[src/rtl/hazard_if.sv]
// hazard_if: status/control bundle between the pipeline datapath and hazard_ctrl.
//   master : datapath side; drives decode/EX/MEM/WB status, receives stage controls.
//   slave  : hazard_ctrl side; receives status, drives enables, bubble/flush, halt state.
//   Status : id_rs, id_rt, id_use_rs, id_use_rt, ex_rd, ex_load, ex_redirect,
//            imem_stall, dmem_stall, wb_halt
//   Control: pc_en, ifid_en, ifid_flush, idex_en, idex_valid, exmem_en, memwb_en,
//            halted, stall_cycles
interface hazard_if #(
    parameter int unsigned REG_W = 3,
    parameter int unsigned CNT_W = 16
);
    logic [REG_W-1:0] id_rs;
    logic [REG_W-1:0] id_rt;
    logic             id_use_rs;
    logic             id_use_rt;
    logic [REG_W-1:0] ex_rd;
    logic             ex_load;
    logic             ex_redirect;
    logic             imem_stall;
    logic             dmem_stall;
    logic             wb_halt;

    logic             pc_en;
    logic             ifid_en;
    logic             ifid_flush;
    logic             idex_en;
    logic             idex_valid;
    logic             exmem_en;
    logic             memwb_en;
    logic             halted;
    logic [CNT_W-1:0] stall_cycles;

    modport master (
        output id_rs, id_rt, id_use_rs, id_use_rt, ex_rd, ex_load, ex_redirect,
               imem_stall, dmem_stall, wb_halt,
        input  pc_en, ifid_en, ifid_flush, idex_en, idex_valid, exmem_en, memwb_en,
               halted, stall_cycles
    );

    modport slave (
        input  id_rs, id_rt, id_use_rs, id_use_rt, ex_rd, ex_load, ex_redirect,
               imem_stall, dmem_stall, wb_halt,
        output pc_en, ifid_en, ifid_flush, idex_en, idex_valid, exmem_en, memwb_en,
               halted, stall_cycles
    );
endinterface

[src/rtl/hazard_ctrl.sv]
// hazard_ctrl: pipeline control for the 5-stage core.
// Ports:
//   clk  : clock
//   rst  : synchronous active-high reset
//   bus  : hazard_if.slave; status in (decode regs, EX load/redirect, I/D-mem stalls,
//          WB halt), stage enables / bubble / flush / halted / stall counter out.
// Controls are combinational from state + inputs; state, halted and the saturating
// stall counter are flops.
module hazard_ctrl #(
    parameter int unsigned REG_W = 3,
    parameter int unsigned CNT_W = 16
) (
    input logic     clk,
    input logic     rst,
    hazard_if.slave bus
);
    typedef enum logic [1:0] {StRun, StMemWait, StRedirWait, StHalted} state_e;

    state_e           state_q, state_d;
    logic             halted_q, halted_d;
    logic             pend_q, pend_d;     // redirect seen while D-mem froze the pipe
    logic [CNT_W-1:0] cnt_q, cnt_d;

    logic [REG_W-1:0] rs, rt, rd;
    logic             lu, redirect, run_eval;
    logic pc_en, ifid_en, ifid_flush, idex_en, idex_valid, exmem_en, memwb_en;

    assign rs = bus.id_rs;
    assign rt = bus.id_rt;
    assign rd = bus.ex_rd;
    assign lu = bus.ex_load & ((bus.id_use_rs & (rs == rd)) | (bus.id_use_rt & (rt == rd)));
    // A redirect held across a D-mem freeze is replayed on release.
    assign redirect = bus.ex_redirect | pend_q;

    always_comb begin
        pc_en      = 1'b1;
        ifid_en    = 1'b1;
        ifid_flush = 1'b0;
        idex_en    = 1'b1;
        idex_valid = 1'b1;
        exmem_en   = 1'b1;
        memwb_en   = 1'b1;
        state_d    = state_q;
        halted_d   = halted_q;
        pend_d     = pend_q;
        run_eval   = 1'b0;

        if (rst) begin
            ifid_flush = 1'b1;
            idex_valid = 1'b0;
        end else begin
            unique case (state_q)
                StRun: run_eval = 1'b1;
                StMemWait: begin
                    if (bus.dmem_stall) begin
                        {pc_en, ifid_en, idex_en, exmem_en, memwb_en} = '0;
                        pend_d = pend_q | bus.ex_redirect;
                    end else begin
                        run_eval = 1'b1;
                    end
                end
                StRedirWait: begin
                    if (bus.wb_halt) begin
                        run_eval = 1'b1;
                    end else begin
                        // Wrong-path fetch in flight: keep flushing until its word returns.
                        pc_en      = ~bus.imem_stall & ~bus.dmem_stall;
                        ifid_flush = 1'b1;
                        idex_valid = 1'b0;
                        if (bus.dmem_stall) begin
                            exmem_en = 1'b0;
                            memwb_en = 1'b0;
                        end
                        if (!bus.imem_stall && !bus.dmem_stall) state_d = StRun;
                    end
                end
                StHalted: begin
                    {pc_en, ifid_en, idex_en, exmem_en, memwb_en} = '0;
                    idex_valid = 1'b0;
                end
                default: state_d = StRun;
            endcase

            if (run_eval) begin
                pend_d  = 1'b0;
                state_d = StRun;
                if (bus.wb_halt) begin
                    {pc_en, ifid_en, idex_en, exmem_en, memwb_en} = '0;
                    idex_valid = 1'b0;
                    state_d    = StHalted;
                    halted_d   = 1'b1;
                end else if (bus.dmem_stall) begin
                    {pc_en, ifid_en, idex_en, exmem_en, memwb_en} = '0;
                    pend_d  = redirect;
                    state_d = StMemWait;
                end else if (redirect) begin
                    ifid_flush = 1'b1;
                    idex_valid = 1'b0;
                    if (bus.imem_stall) state_d = StRedirWait;
                end else if (lu) begin
                    pc_en      = 1'b0;
                    ifid_en    = 1'b0;
                    idex_valid = 1'b0;
                end else if (bus.imem_stall) begin
                    pc_en      = 1'b0;
                    ifid_flush = 1'b1;
                end
            end
        end
    end

    always_comb begin
        cnt_d = cnt_q;
        if (!pc_en && state_q != StHalted && cnt_q != '1) cnt_d = cnt_q + CNT_W'(1);
    end

    always_ff @(posedge clk) begin
        if (rst) begin
            state_q  <= StRun;
            halted_q <= 1'b0;
            pend_q   <= 1'b0;
            cnt_q    <= '0;
        end else begin
            state_q  <= state_d;
            halted_q <= halted_d;
            pend_q   <= pend_d;
            cnt_q    <= cnt_d;
        end
    end

    assign bus.pc_en        = pc_en;
    assign bus.ifid_en      = ifid_en;
    assign bus.ifid_flush   = ifid_flush;
    assign bus.idex_en      = idex_en;
    assign bus.idex_valid   = idex_valid;
    assign bus.exmem_en     = exmem_en;
    assign bus.memwb_en     = memwb_en;
    assign bus.halted       = halted_q & ~rst;
    assign bus.stall_cycles = rst ? '0 : cnt_q;
endmodule

[src/flat_wrapper.sv]
// flat-port wrapper written by rule: the top's interface ports become plain ports
module hazard_ctrl_flat 
#(
    parameter int unsigned REG_W = 3,
    parameter int unsigned CNT_W = 16
)
  (clk, rst, bus_id_rs, bus_id_rt, bus_id_use_rs, bus_id_use_rt, bus_ex_rd, bus_ex_load, bus_ex_redirect, bus_imem_stall, bus_dmem_stall, bus_wb_halt, bus_pc_en, bus_ifid_en, bus_ifid_flush, bus_idex_en, bus_idex_valid, bus_exmem_en, bus_memwb_en, bus_halted, bus_stall_cycles);
  hazard_if #(.REG_W(REG_W), .CNT_W(CNT_W)) bus_i ();
  input logic clk;
  input logic rst;
  input wire logic [$bits(bus_i.id_rs)-1:0] bus_id_rs;
  input wire logic [$bits(bus_i.id_rt)-1:0] bus_id_rt;
  input wire logic [$bits(bus_i.id_use_rs)-1:0] bus_id_use_rs;
  input wire logic [$bits(bus_i.id_use_rt)-1:0] bus_id_use_rt;
  input wire logic [$bits(bus_i.ex_rd)-1:0] bus_ex_rd;
  input wire logic [$bits(bus_i.ex_load)-1:0] bus_ex_load;
  input wire logic [$bits(bus_i.ex_redirect)-1:0] bus_ex_redirect;
  input wire logic [$bits(bus_i.imem_stall)-1:0] bus_imem_stall;
  input wire logic [$bits(bus_i.dmem_stall)-1:0] bus_dmem_stall;
  input wire logic [$bits(bus_i.wb_halt)-1:0] bus_wb_halt;
  output wire logic [$bits(bus_i.pc_en)-1:0] bus_pc_en;
  output wire logic [$bits(bus_i.ifid_en)-1:0] bus_ifid_en;
  output wire logic [$bits(bus_i.ifid_flush)-1:0] bus_ifid_flush;
  output wire logic [$bits(bus_i.idex_en)-1:0] bus_idex_en;
  output wire logic [$bits(bus_i.idex_valid)-1:0] bus_idex_valid;
  output wire logic [$bits(bus_i.exmem_en)-1:0] bus_exmem_en;
  output wire logic [$bits(bus_i.memwb_en)-1:0] bus_memwb_en;
  output wire logic [$bits(bus_i.halted)-1:0] bus_halted;
  output wire logic [$bits(bus_i.stall_cycles)-1:0] bus_stall_cycles;
  assign bus_i.id_rs = bus_id_rs;
  assign bus_i.id_rt = bus_id_rt;
  assign bus_i.id_use_rs = bus_id_use_rs;
  assign bus_i.id_use_rt = bus_id_use_rt;
  assign bus_i.ex_rd = bus_ex_rd;
  assign bus_i.ex_load = bus_ex_load;
  assign bus_i.ex_redirect = bus_ex_redirect;
  assign bus_i.imem_stall = bus_imem_stall;
  assign bus_i.dmem_stall = bus_dmem_stall;
  assign bus_i.wb_halt = bus_wb_halt;
  assign bus_pc_en = bus_i.pc_en;
  assign bus_ifid_en = bus_i.ifid_en;
  assign bus_ifid_flush = bus_i.ifid_flush;
  assign bus_idex_en = bus_i.idex_en;
  assign bus_idex_valid = bus_i.idex_valid;
  assign bus_exmem_en = bus_i.exmem_en;
  assign bus_memwb_en = bus_i.memwb_en;
  assign bus_halted = bus_i.halted;
  assign bus_stall_cycles = bus_i.stall_cycles;
  hazard_ctrl #(.REG_W(REG_W), .CNT_W(CNT_W)) u_core (.clk(clk), .rst(rst), .bus(bus_i));
endmodule
[config.mk]
export PLATFORM = sky130hd
export DESIGN_NAME = hazard_ctrl_flat
export DESIGN_NICKNAME = d
export VERILOG_FILES = /design/src/rtl/hazard_if.sv /design/src/rtl/hazard_ctrl.sv /design/src/flat_wrapper.sv
export SDC_FILE = /design/constraint.sdc
export NUM_CORES = 1
export LEC_CHECK = 0
export ABC_AREA = 1
export ABC_CLOCK_PERIOD_IN_PS = 2200
export BUFFER_PORTS_ARGS = -buffer_cell sky130_fd_sc_hd__buf_2
export CAP_MARGIN = 20
export CORE_MARGIN = 4
export CORE_UTILIZATION = 52
export CTS_CLUSTER_SIZE = 28
export DETAILED_ROUTE_END_ITERATION = 10
export GPL_TIMING_DRIVEN = 0
export PLACE_DENSITY_LB_ADDON = 0.12
export SYNTH_ARGS = -nofsm -noshare
export SYNTH_HDL_FRONTEND = slang
export SYNTH_SLANG_ARGS = --single-unit
[constraint.sdc]
create_clock -name clk -period 2.2 [get_ports clk]
set_clock_uncertainty 0.05 [all_clocks]
set_input_delay 0.22 -clock clk [delete_from_list [all_inputs] [get_ports clk]]
set_output_delay 0.22 -clock clk [all_outputs]
set_load 0.01 [all_outputs]
==> reports/metrics.cfg <==
[sta]
setup_violations = 0
fin_crit_sh_pct = 91.33
max_slew.worst_pin.slew_ns = 0.5368
relSlewSlack_pct = 64.22
fmax_mhz = 497.7
fin_setup_tns_ns = 0
slew_viol_final = 0
finalHoldViolCount = 0
layout_setup_ws_ns = 0.1907
rsz0062_at_grt = no
fin_crit_ns = 2.009

[floorplan]
die_y_um = 62.54
core_um2 = 2805
fp-row-count = 19
start_util_pct = 55.13
pin_count = 42
die_area_um2 = 3911
die_w_um = 62.54

[hold_path]
hold_path.class = primary input to register
whs_path_depth = 2
min-delay-start = rst
hold_end = u_core.halted_q

[synthesis]
ys_types = 28
synth.top_cell.area_share_pct = 25.89
netlist_area_um2 = 1546
synth_seq_cells = 20
yosysWarnings = 0
syn_area_per_cell_um2 = 6.161
synth_cells = 251
ys_seq_area_share_pct = 25.89
synth_area_leaders = dfxtp_1, nand2_1, nor2_1
yosysTopAreaCell = dfxtp_1
synth_nets = 270

[cells_and_area]
final_core_util_pct = 65.52
drive_above_1_share_pct = 23.73
antenna_cells = 0
layout-area-overhead-vs-synth_pct = 18.85
nets = 315

[drt]
initialDrtViolationCount = 104
ant_nets = 0
via_per_inst = 5.071
drt_wl_total_um = 3668
drc = 0
dr.pass1.iters = 5
wire_per_inst_um = 11.25
num_vias = 1653

[clock_network]
cts_hold_buffers = 0
post-cts-setup-buffers = 0
clock_latency_ns = 0.32
cts_resized = 0
cts.sinks = 20
cts_tree = yes
clkTransAtPathRegs_ns = 0.13
cts_buffers = 3
h-tree-depth = 1
cts_root_buf = clkbuf_4
cts_max_path_buffers = 2

[global_route]
grt_pass1_vias = 1506
grt_max_degree = 13
grt_antenna_before_repair = 0
grt_remaining_overflow = 0
grt_first_pass_wirelength_um = 6479
track_usage_pct = 19.77

[pwr]
ir_drop_mv = 0.3968
power_density_nw_per_um2 = 469.5
p_leak_uw = 0.0008443

[worst_setup_path]
cp-end-kind = output pin
path_class = register to output pin
required_ns = 1.93
rrSetupSlack_ns = 0.23
cp_data_arrival_time_ns = 1.74
r2r_start = u_core.cnt_q[0]
cp_max_fo = 10
reg2reg_to = u_core.cnt_q[10]
r2r_cells = 8
critical_path.startpoint_type = register

[job]
maxCapViolCount = 0

[place]
numPortBuffers = 40
place_hpwl_um = 2924
pre_cts_ws_ns = 0.3160
place_congestion = 0.8419

[status]
run_status = complete, no violations

==> routing by layer <==
layer  global-route usage, %  wire (um)  up-vias
li1                        -          -      878
met1                   27.13       1832      720
met2                   30.63       1556       49
met3                   4.676        220        6
met4                   5.785         59        0
met5                       0          0        -
==> metrics by stage <==
step                      area (um^2)  hold slack [ns]  power, uW  instances
after detailed placement         1785           0.4044      567.7        322
after CTS                        1838           0.1123      871.0        326
after global placement           1785           0.3996      565.3        322
final                            1838           0.1189      862.9        326
after floorplan                  1546           0.3131      510.0        251
after global routing             1838           0.1262      911.1        326
==> registers in the layout (all words and copies together), names as in the netlist <==
name and count:
u_core.halted_q 1, u_core.pend_q 1, u_core.cnt_q 16, u_core.state_q 2
==> area by class of cell <==
| type | instances | area [um^2] |
|---|---|---|
| buffer | 9 | 57.56 |
| clock buffer | 3 | 22.52 |
| clock inverter | 1 | 30.03 |
| fill | 276 | 967.2 |
| inverter | 41 | 153.9 |
| multi-input combinational | 181 | 934.6 |
| sequential | 20 | 400.4 |
| tap | 31 | 38.79 |
| timing repair buffer | 40 | 200.2 |
==> worst max-delay path: stages (launching register included) <==
cell and delay, ns:
dfxtp_1 0.45, inv_2 0.08, nor2_2 0.12, o21ai_2 0.09, inv_2 0.07, nor2_4 0.04, a21oi_4 0.22, buf_6 0.17
inv_1 0.04, buf_2 0.13
==> synthesized netlist by cell type (all sizes together) <==
| cell | n |
|---|---|
| or2 | 1 |
| clkbuf | 2 |
| nor3 | 11 |
| ha | 1 |
| o21ai | 5 |
| buf | 7 |
| dfxtp | 20 |
| a21oi | 20 |
| xor2 | 13 |
| inv | 41 |
| nand4 | 18 |
| o21bai | 1 |
| nand3 | 9 |
| nor2 | 42 |
| nand2 | 60 |
==> worst max-delay path by stage <==
stage	endpoint	cells past startpoint	slack, ns	start
after floorplan	u_core.cnt_q[0]	8	0.59	u_core.cnt_q[0]
after global placement	u_core.cnt_q[10]	8	0.33	u_core.cnt_q[0]
after detailed placement	u_core.cnt_q[9]	8	0.32	u_core.cnt_q[0]
after CTS	bus_pc_en	7	0.19	u_core.pend_q
after global routing	bus_pc_en	9	0.04	u_core.state_q[1]
final	bus_pc_en	9	0.19	u_core.state_q[1]
==> cell usage in the layout (no fill, tap or decap), types with 5 or more instances in the layout <==
cell,instances
nand3_1,8
nor2_1,38
dfxtp_1,20
xor2_1,13
nor3_1,9
nand4_1,16
a21oi_1,19
nand2_1,58
inv_1,36
inv_2,5
buf_2,44
==> cells by family (layout without fill, tap and decap cells) <==
group / after synthesis / in the layout / share of synthesized area (%)
fa+ha+maj: 1 / 1 / 0.8089
flops: 20 / 20 / 25.89
simple gates: 141 / 141 / 42.72
compound gates: 26 / 26 / 9.547
xor+xnor: 13 / 13 / 7.363
buf+inv: 50 / 94 / 13.67
==> power by group <==
| part | total (uW) | internal (uW) | leakage, uW | switching (uW) |
|---|---|---|---|---|
| combinational | 176 | 66.9 | 0.000654 | 109 |
| sequential | 383 | 373 | 0.000163 | 10.7 |
| clock | 304 | 184 | 0.0000279 | 119 |
Power figures use the tool's default switching activity.
